### config.mk
export PLATFORM = sky130hd
export DESIGN_NAME = ram_multi_word_writer
export DESIGN_NICKNAME = d
export VERILOG_FILES = /design/src/rtl/ram_writer_pkg.sv /design/src/rtl/ram_writer_out_stage.sv /design/src/rtl/ram_multi_word_writer.sv
export SDC_FILE = /design/constraint.sdc
export NUM_CORES = 1
export LEC_CHECK = 0
export ABC_AREA = 1
export CAP_MARGIN = 10
export CORE_ASPECT_RATIO = 1.2
export CORE_UTILIZATION = 58
export CTS_BUF_LIST = sky130_fd_sc_hd__clkbuf_4 sky130_fd_sc_hd__clkbuf_8
export CTS_CLUSTER_SIZE = 40
export DETAILED_ROUTE_END_ITERATION = 8
export PLACE_DENSITY = 0.88
export SETUP_SLACK_MARGIN = 0.3
export SYNTH_ARGS = -nofsm -noshare
export SYNTH_HDL_FRONTEND = slang
export SYNTH_SLANG_ARGS = --single-unit
export TNS_END_PERCENT = 5
### constraint.sdc
create_clock -name clk_i -period 4.29 [get_ports clk_i]
set_input_delay 0.858 -clock clk_i [delete_from_list [all_inputs] [get_ports clk_i]]
set_output_delay 0.858 -clock clk_i [all_outputs]
set_load 0.005 [all_outputs]
### src/rtl/ram_writer_pkg.sv
// Shared types and helpers for the stream-to-RAM row writer.
package ram_writer_pkg;

    typedef enum logic [1:0] {
        ST_IDLE = 2'd0,
        ST_LOAD = 2'd1,
        ST_DONE = 2'd2
    } state_e;

    // Widest lane count the one-hot helper can express; callers size-cast the result.
    localparam int unsigned MAX_LANES = 64;

    function automatic logic [MAX_LANES-1:0] lane_onehot(input int unsigned idx);
        logic [MAX_LANES-1:0] vec;
        vec = '0;
        for (int unsigned i = 0; i < MAX_LANES; i++) begin
            vec[i] = (idx == i);
        end
        return vec;
    endfunction

endpackage

### src/rtl/ram_writer_out_stage.sv
// One register stage for the RAM write port. The enable clears every cycle,
// while address and data only reload on a write so they hold between writes.
module ram_writer_out_stage
    import ram_writer_pkg::*;
#(
    parameter int DATA_WIDTH = 8,
    parameter int AW         = 6,
    parameter int NUM_WORDS  = 4
) (
    input  logic                  clk_i,
    input  logic                  rst_i,
    input  logic [NUM_WORDS-1:0]  en_i,
    input  logic [AW-1:0]         addr_i,
    input  logic [DATA_WIDTH-1:0] data_i,
    output logic [NUM_WORDS-1:0]  en_o,
    output logic [AW-1:0]         addr_o,
    output logic [DATA_WIDTH-1:0] data_o
);

    logic [NUM_WORDS-1:0]  en_q;
    logic [AW-1:0]         addr_q;
    logic [DATA_WIDTH-1:0] data_q;

    always_ff @(posedge clk_i or posedge rst_i) begin
        if (rst_i) begin
            en_q   <= '0;
            addr_q <= '0;
            data_q <= '0;
        end else begin
            en_q <= en_i;
            if (|en_i) begin
                addr_q <= addr_i;
                data_q <= data_i;
            end
        end
    end

    assign en_o   = en_q;
    assign addr_o = addr_q;
    assign data_o = data_q;

endmodule

### src/rtl/ram_multi_word_writer.sv
// Packs a valid/ready word stream into multi-word RAM rows, one lane per transfer.
// Define RAM_WRITER_OUT_REG_EN to add a second output register stage (2-cycle write latency).
module ram_multi_word_writer
    import ram_writer_pkg::*;
#(
    parameter int DATA_WIDTH = 8,
    parameter int DEPTH      = 64,
    parameter int NUM_WORDS  = 4,
    localparam int AW        = $clog2(DEPTH)
) (
    input  logic                  clk_i,
    input  logic                  rst_i,
    input  logic                  start_i,
    input  logic [AW-1:0]         base_addr_i,
    input  logic [AW:0]           num_rows_i,
    input  logic [DATA_WIDTH-1:0] s_data_i,
    input  logic                  s_valid_i,
    output logic                  s_ready_o,
    output logic [DATA_WIDTH-1:0] wr_data_o,
    output logic [AW-1:0]         wr_addr_o,
    output logic [NUM_WORDS-1:0]  wr_en_o,
    output logic                  busy_o,
    output logic                  done_o
);

    localparam int LW = (NUM_WORDS > 1) ? $clog2(NUM_WORDS) : 1;

    // DONE lingers until the last write has left the output pipeline plus one cycle.
`ifdef RAM_WRITER_OUT_REG_EN
    localparam logic [1:0] DONE_WAIT = 2'd2;
`else
    localparam logic [1:0] DONE_WAIT = 2'd1;
`endif

    state_e          state_q, state_d;
    logic [AW-1:0]   base_q, base_d;
    logic [AW:0]     rows_q, rows_d;
    logic [LW-1:0]   lane_q, lane_d;
    logic [AW:0]     row_q, row_d;
    logic [1:0]      wait_q, wait_d;

    logic                  xfer;
    logic                  last_lane;
    logic                  last_row;
    logic [NUM_WORDS-1:0]  stage_en;
    logic [AW-1:0]         stage_addr;
    logic [DATA_WIDTH-1:0] stage_data;

    always_ff @(posedge clk_i or posedge rst_i) begin
        if (rst_i) begin
            state_q <= ST_IDLE;
            base_q  <= '0;
            rows_q  <= '0;
            lane_q  <= '0;
            row_q   <= '0;
            wait_q  <= '0;
        end else begin
            state_q <= state_d;
            base_q  <= base_d;
            rows_q  <= rows_d;
            lane_q  <= lane_d;
            row_q   <= row_d;
            wait_q  <= wait_d;
        end
    end

    assign xfer      = s_valid_i && (state_q == ST_LOAD);
    assign last_lane = (lane_q == LW'(NUM_WORDS - 1));
    assign last_row  = (row_q == (rows_q - (AW+1)'(1)));

    always_comb begin
        state_d    = state_q;
        base_d     = base_q;
        rows_d     = rows_q;
        lane_d     = lane_q;
        row_d      = row_q;
        wait_d     = wait_q;
        stage_en   = '0;
        stage_addr = base_q + row_q[AW-1:0];
        stage_data = s_data_i;

        case (state_q)
            ST_IDLE: begin
                if (start_i) begin
                    base_d  = base_addr_i;
                    rows_d  = num_rows_i;
                    lane_d  = '0;
                    row_d   = '0;
                    wait_d  = '0;
                    state_d = (num_rows_i == '0) ? ST_DONE : ST_LOAD;
                end
            end
            ST_LOAD: begin
                if (xfer) begin
                    stage_en = NUM_WORDS'(lane_onehot(32'(lane_q)));
                    if (last_lane) begin
                        lane_d = '0;
                        row_d  = row_q + (AW+1)'(1);
                        if (last_row) begin
                            state_d = ST_DONE;
                        end
                    end else begin
                        lane_d = lane_q + LW'(1);
                    end
                end
            end
            ST_DONE: begin
                if (wait_q == DONE_WAIT) begin
                    state_d = ST_IDLE;
                end else begin
                    wait_d = wait_q + 2'd1;
                end
            end
            default: begin
                state_d = ST_IDLE;
            end
        endcase
    end

    assign s_ready_o = (state_q == ST_LOAD);
    assign done_o    = (state_q == ST_DONE) && (wait_q == DONE_WAIT);
    assign busy_o    = (state_q != ST_IDLE) && !done_o;

`ifdef RAM_WRITER_OUT_REG_EN
    logic [NUM_WORDS-1:0]  mid_en;
    logic [AW-1:0]         mid_addr;
    logic [DATA_WIDTH-1:0] mid_data;

    ram_writer_out_stage #(
        .DATA_WIDTH (DATA_WIDTH),
        .AW         (AW),
        .NUM_WORDS  (NUM_WORDS)
    ) u_stage0 (
        .clk_i  (clk_i),
        .rst_i  (rst_i),
        .en_i   (stage_en),
        .addr_i (stage_addr),
        .data_i (stage_data),
        .en_o   (mid_en),
        .addr_o (mid_addr),
        .data_o (mid_data)
    );

    ram_writer_out_stage #(
        .DATA_WIDTH (DATA_WIDTH),
        .AW         (AW),
        .NUM_WORDS  (NUM_WORDS)
    ) u_stage1 (
        .clk_i  (clk_i),
        .rst_i  (rst_i),
        .en_i   (mid_en),
        .addr_i (mid_addr),
        .data_i (mid_data),
        .en_o   (wr_en_o),
        .addr_o (wr_addr_o),
        .data_o (wr_data_o)
    );
`else
    ram_writer_out_stage #(
        .DATA_WIDTH (DATA_WIDTH),
        .AW         (AW),
        .NUM_WORDS  (NUM_WORDS)
    ) u_stage0 (
        .clk_i  (clk_i),
        .rst_i  (rst_i),
        .en_i   (stage_en),
        .addr_i (stage_addr),
        .data_i (stage_data),
        .en_o   (wr_en_o),
        .addr_o (wr_addr_o),
        .data_o (wr_data_o)
    );
`endif

endmodule

==> results of run 1 <==
## stage by stage
step / total power (µW) / setup WS (ns) / hold slack [ns] / instance area, µm²
6_report: 1988 / 1.765 / 0.4883 / 3009
2_1_floorplan: 1306 / 2.401 / 0.4483 / 2400
4_1_cts: 1996 / 1.785 / 0.4898 / 3009
3_3_place_gp: 1580 / 1.784 / 0.4615 / 2898
5_1_grt: 2165 / 1.684 / 0.5230 / 3009
3_5_place_dp: 1651 / 1.685 / 0.4692 / 2898
## state kept, by name, summed over array words and instances (netlist names)
| name | count |
|---|---|
| base_q | 6 |
| lane_q | 2 |
| row_q | 7 |
| rows_q | 7 |
| state_q | 2 |
| u_stage0.addr_o | 6 |
| u_stage0.data_o | 8 |
| u_stage0.en_o | 4 |
| wait_q | 2 |
## per-layer routing
metal | wire length (µm) | track usage, % | up-vias
met1 | 2072 | 30.31 | 975
met3 | 216 | 5.348 | 17
met4 | 164 | 13.13 | 0
met2 | 2734 | 47.62 | 64
met5 | 0 | 0 | -
li1 | - | - | 1047
## power breakdown
group	total, µW	internal [µW]	leakage (µW)	switching, µW
Combinational	963	422	0.000859	541
Clock	322	179	0.0000586	143
Sequential	703	580	0.000559	123
## layout make-up
cell class,instances,area (µm²)
Sequential cell,44,1101
Inverter,50,187.7
Clock inverter,2,35.03
Timing Repair Buffer,47,465.4
Multi-Input combinational cell,207,1076
Fill cell,281,932.1
Tap cell,54,67.56
Clock buffer,6,76.32
## kinds of logic (layout without fill, tap and decap cells)
logic type	count (synthesis)	after routing
fa+ha+maj	13	13
compound gates	36	36
buf+inv	55	105
simple gates	151	151
flops	44	44
xor+xnor	7	7
## worst max-delay path, cell delays in order (launching register included)
cell             delay [ns]
dfrtp_1                0.40
ha_1                   0.22
inv_1                  0.05
nor2_1                 0.05
nor2_1                 0.12
clkdlybuf4s50_1        0.53
## how the worst min path moves through the flow
stage	endpoint	slack, ns	cells after the start
4_1_cts	base_q[2]$_DFFE_PP0P_	0.49	2
5_1_grt	base_q[2]$_DFFE_PP0P_	0.52	2
6_report	base_q[2]$_DFFE_PP0P_	0.49	2
3_3_place_gp	base_q[0]$_DFFE_PP0P_	0.46	2
3_5_place_dp	base_q[2]$_DFFE_PP0P_	0.47	2
2_1_floorplan	base_q[0]$_DFFE_PP0P_	0.45	2
## placed cells by master (no fill, tap or decap)
master	n
o21ai_2	6
nand2b_1	1
nor2_4	1
inv_1	47
nor4_1	2
clkbuf_4	1
a21oi_1	6
nor2_2	1
o31ai_1	1
buf_4	2
nand3_1	13
dfrtp_1	44
fa_1	1
o21ai_1	1
nand2_1	93
inv_2	3
or2_2	1
clkdlybuf4s50_1	45
a41oi_4	1
xor2_1	5
o21ai_0	19
nor2_1	34
o21a_1	1
clkbuf_8	5
nor3_1	2
clkinv_2	1
o22ai_1	1
nand4_1	3
xnor2_1	2
bufinv_16	1
ha_1	12
==> impl_results.md, run 1 <==
- Post-synth EDFFs: 0
- Setup TNS: 0 ns
- Area Growth Syn to Fin: 25.39%
- Crit start category: flop
- Post-route ant nets: 0
- Clk slew on worst S/H paths: 0.08 ns
- Placed Cells incl. Taps: 402
- Post CTS Setup Buffer Count: 0
- Io pins: 46
- Final-report hold violation count: 0
- Cell Count, Final, Fillers Out: 410
- Vias in the first global route: 2006
- DRT iter0 DRCs: 105
- Top-count cell post-synth: nand2_1
- Sequential fraction of the synthesis area: 45.88%
- Clock buffer count from CTS: 5
- GP Congestion: 0.8553
- Wire per inst: 12.65 µm
- #FFs+latches synth: 44
- Worst Setup EP: busy_o
- Util after Layout: 76.35%
- Cell count of the worst reg-to-reg path: 7
- Clk Tree Root Cell: clkbuf_8
- Slew Limit Fails: 0
- Slew headroom: 45.88%
- Final setup viols: 0
- Signal arrival time at the worst endpoint: 1.67 ns
- CP max FO: 3
- DRC viols: 0
- Worst Setup End Kind: output pin
- Worst setup startpoint: wait_q[0]$_DFFE_PP0P_
- Peak VDD IR: 0.3400 mV
- Combinational family with the most area after synthesis: simple AND/OR/NAND/NOR gates
- Cells after synthesis: 306
- Avg Inst Size Synth: 7.842 µm²
- CTS resizes: 0
- PwrDens: 660.8 nW/µm²
- Post-synth cell types: 28
- Layout cell share with drive strength beyond 1: 6.461%
- Compound-Gate Fraction of Synth Area: 9.645%
- Worst Hold Class: flop to flop
- Worst hold start: base_q[2]$_DFFE_PP0P_
- Fmax: 396.1 MHz
- Initial antenna violation count: 0
- Pin count of the biggest net entering global routing: 45
- Status: finished clean
- Mapped Area: 2400 µm²
- Post-synthesis adder-cell area fraction: 7.091%
- Clk sinks: 44
- Post-synthesis mux area share: 0%
- Die ar.: 4400 µm²
- Asr flop ratio synth: 100.0%
- Net count after synthesis: 344
- Synth area leader: dfrtp_1
- Clk_lat worst skew: 0.30 ns
- Synth Area in Simple Gates: 25.55%
- First-pass GRT wire length: 8666 µm
- Worst slew pin tran: 0.8092 ns
- Final Cycle Share: 58.85%
- Initial Utilization: 60.89%
- Max Root-Sink Buffers: 2
- Clk_skew: 0.006508 ns
- Leak Pwr: 0.001477 µW
- Core Box Area: 3941 µm²
- Hold buffer count at cts: 0
- Hpwl dp: 3734 µm
- Post-Synth XOR/XNOR Area: 2.555%
- Final nets: 393
- Main synth FF type: dfrtp_1
- Flop2flop setup slack: 2.30 ns
- Worst r2r src: state_q[0]$_DFFE_PP0P_
- Top cell type's share of synthesized area: 45.88%
- RSZ-0062 raised after global routing: false
- Number of port buffers: 45
- Grt total ovfl: 0
- Via density: 5.129
- Via count: 2103
- Critical setup path kind: flop to output pin
- Total track usage: 26.99%
- Antenna diodes: 0
- DRT Pass-1 Iters: 4
- Max_cap viols: 0
- Die height: 72.47 µm
- Yosys synthesis warning count: 0
- CTS tree: done
- Die width: 60.72 µm
- Total Wirelength: 5188 µm
- Row cnt: 25
- H-tree levels: 2
- Critical R2R Capture: lane_q[1]$_DFFE_PP0P_
- Most frequent cells after synthesis: nand2_1 (93), inv_1 (47), dfrtp_1 (44)
- Synth area leaders: dfrtp_1 (46%), nand2_1 (15%), inv_1 (7.4%)
- Tmin final: 2.525 ns
- CP required: 3.43 ns
Power figures use the tool's default switching activity.
==> run 2, diff against run 1 <==
CORE_UTILIZATION = 48   (was 58)
PLACE_DENSITY = 0.78   (was 0.88)
clock period = 2.1 ns   (was 4.29 ns; I/O delays follow)
==> impl_results.md, run 2 (same netlist as run 1, synthesis figures left out) <==
- GP Congestion: 0.8241 (-3.6%)
- Io pins: 46 (unchanged)
- Commonest non-fill, non-tap cell in the layout: nand2_1
- Wire per inst: 11.38 µm (-10%)
- Leak Pwr: 0.001523 µW (+3.1%)
- Die height: 79.46 µm (+9.6%)
- Die width: 66.55 µm (+9.6%)
- PwrDens: 1340 nW/µm² (+100%)
- Largest stage delay on the critical path: 0.39 ns (-0.14 ns)
- DRC viols: 0 (unchanged)
- Post-route ant nets: 0 (unchanged)
- Worst Hold Class: flop to flop
- Row cnt: 27 (+8.0%)
- Placed Cells incl. Taps: 408 (+1.5%)
- Total Wirelength: 4746 µm (-8.5%)
- Tmin final: 1.779 ns
- Worst hold start: base_q[5]$_DFFE_PP0P_
- Switching Power: 1568 µW (+94%)
- Switch share: 38.01% (-2.6 points)
- Vias in the first global route: 1873 (-6.6%)
- Status: finished clean
- Setup TNS: 0 ns (unchanged)
- Total internal power: 2558 µW (+120%)
- Cell mode on critical path: inv_1
- Clk Tree Root Cell: clkbuf_8
- Hold buffer count at cts: 0 (unchanged)
- Clk sinks: 44 (unchanged)
- Max FFs per register: 8 (unchanged)
- Grt total ovfl: 0 (unchanged)
- Max Root-Sink Buffers: 2 (unchanged)
- Seq pwr share: 34.5% (-0.9 points)
- Critical path's top delay family: flip-flops
- Ordered list of cells on the worst path: inv_1 > ha_1 > inv_1 > nor2_2 > nor2_1 > dlygate4sd2_1
- Hpwl dp: 3556 µm (-4.8%)
- CP Buf/Inv Count: 3 (+1)
- Pin count of the biggest net entering global routing: 45 (unchanged)
- First-pass GRT wire length: 7797 µm (-10%)
- Core Box Area: 4696 µm² (+19%)
- Comb pwr share: 47.4% (-1.0 points)
- Total track usage: 19.52% (-7.5 points)
- Placement Setup Slack: 0.2778 ns (-1.407 ns)
- Slew headroom: 64.59% (+19 points)
- Power Total: 4126 µW (+110%)
- Clock share of power: 18.1% (+1.9 points)
- Critical R2R Capture: u_stage0.addr_o[4]$_DFFE_PP0P_
- Cell count of the worst reg-to-reg path: 6 (-1)
- Fill cells: 423 (+51%)
- Final nets: 397 (+1.0%)
- Initial Utilization: 51.11% (-9.8 points)
- Flop2flop setup slack: 0.34 ns (-1.96 ns)
- Critical setup path kind: flop to output pin
- Via density: 4.892 (-4.6%)
- H-tree levels: 2 (unchanged)
- Worst hold path depth: 2 (unchanged)
- Area Growth Syn to Fin: 28.31%
- Cell Count, Final, Fillers Out: 417 (+1.7%)
- Clk_lat worst skew: 0.30 ns (about the same)
- Number of port buffers: 45 (unchanged)
- Worst Setup End Kind: output pin
- Final Cycle Share: 84.71%
- CP max FO: 2 (-1)
- Peak VDD IR: 0.6421 mV (+89%)
- CP required: 1.68 ns (-1.75 ns)
- Worst r2r src: row_q[0]$_DFFE_PP0P_
- Antenna diodes: 0 (unchanged)
- Crit start category: flop
- Clock buffer count from CTS: 5 (unchanged)
- Critical Path Slowest Stage Cell: dfrtp_1
- Hold EP: base_q[5]$_DFFE_PP0P_
- Clk slew on worst S/H paths: 0.08 ns (about the same)
- PnR worst setup slack: 0.3212 ns (-1.444 ns)
- Final setup viols: 0 (unchanged)
- Slew Limit Fails: 0 (unchanged)
- Die ar.: 5287 µm² (+20%)
- Util after Layout: 65.57% (-11 points)
- RSZ-0062 raised after global routing: true
- Fmax: 562.2 MHz
- DRT iter0 DRCs: 96 (-8.6%)
- Via count: 2040 (-3.0%)
- Max_cap viols: 0 (unchanged)
- Layout cell share with drive strength beyond 1: 8.078% (+1.6 points)
- Initial antenna violation count: 0 (unchanged)
- CTS tree: done
- Final-report hold violation count: 0 (unchanged)
- Worst slew pin tran: 0.5311 ns (-0.2780 ns)
- Commonest non-fill, non-tap cells in the layout: nand2_1 (93), inv_1 (46), dfrtp_1 (44)
- Clk_skew: 0.005808 ns (-0.0007006 ns)
- Signal arrival time at the worst endpoint: 1.36 ns (-0.31 ns)
- DRT Pass-1 Iters: 4 (unchanged)
## run 2: cell count changes in the layout (fill, tap and decap cells not counted), sizes merged
cell,delta
dlygate4sd2,+2
buf,+4
clkbuf,-1
dlymetal6s2s,+1
bufinv,+1
clkdlybuf4s50,-3
clkinv,-1
## run 2: what timing repair did
| item | in CTS | in global routing |
|---|---|---|
| gates cloned | 0 | 0 |
| pin swaps | 0 | 1 |
| setup endpoints to repair | 3 | 9 |
| gates resized for setup | 3 | 3 |
| buffers inserted | 0 | 2 |
## run 2: worst reg2reg max path, delay by kind of cell (launching register included)
family,cells,cell delay [ns]
AO/OA/AOI/OAI,2,0.33
XOR/XNOR,1,0.15
adder cells (fa/ha/maj),2,0.64
buffers and inverters,1,0.06
flip-flops,1,0.47
## run 2: area by class of cell
| type | instances | area, µm² | area share, % |
|---|---|---|---|
| clock buffer | 5 | 68.82 | 2.235 |
| multi-input combinational | 207 | 1081 | 35.11 |
| tap | 58 | 72.57 | 2.357 |
| sequential | 44 | 1101 | 35.76 |
| inverter | 50 | 187.7 | 6.095 |
| timing repair buffer | 51 | 508.0 | 16.50 |
| clock inverter | 2 | 60.06 | 1.950 |
## run 2: stage by stage
stage	instance area [µm²]	hold WS, ns
floorplan	2400	0.4483
global placement	2930	0.4615
detailed placement	2930	0.4742
CTS	3059	0.4970
global route	3079	0.5201
finish	3079	0.4949
## run 2: worst max-delay path by stage
stage / from / endpoint / slack [ns] / cells after the start
floorplan: row_q[0]$_DFFE_PP0P_ / u_stage0.addr_o[4]$_DFFE_PP0P_ / 0.57 / 6
global placement: start_i / lane_q[0]$_DFFE_PP0P_ / 0.29 / 7
detailed placement: s_valid_i / row_q[4]$_DFFE_PP0P_ / 0.28 / 8
CTS: state_q[0]$_DFFE_PP0P_ / s_ready_o / 0.16 / 3
global route: wait_q[1]$_DFFE_PP0P_ / busy_o / 0.19 / 6
finish: wait_q[1]$_DFFE_PP0P_ / busy_o / 0.32 / 6
## run 2: power by group through the flow
| stage | combinational [µW] | sequential, µW | clock [µW] |
|---|---|---|---|
| floorplan | 1260 | 1410 | 0 |
| detailed placement | 1940 | 1440 | 0 |
| global route | 2210 | 1460 | 806 |
| CTS | 1940 | 1420 | 761 |
| finish | 1960 | 1420 | 745 |
| global placement | 1870 | 1420 | 0 |
## run 2: per-layer routing
layer,GRT usage [%],part of all wire (%),vias to the layer above
li1,-,-,1048
met1,22.10,42,915
met2,34.55,50,65
met3,3.857,5.5,12
met4,8.936,1.6,0
met5,0,0,-
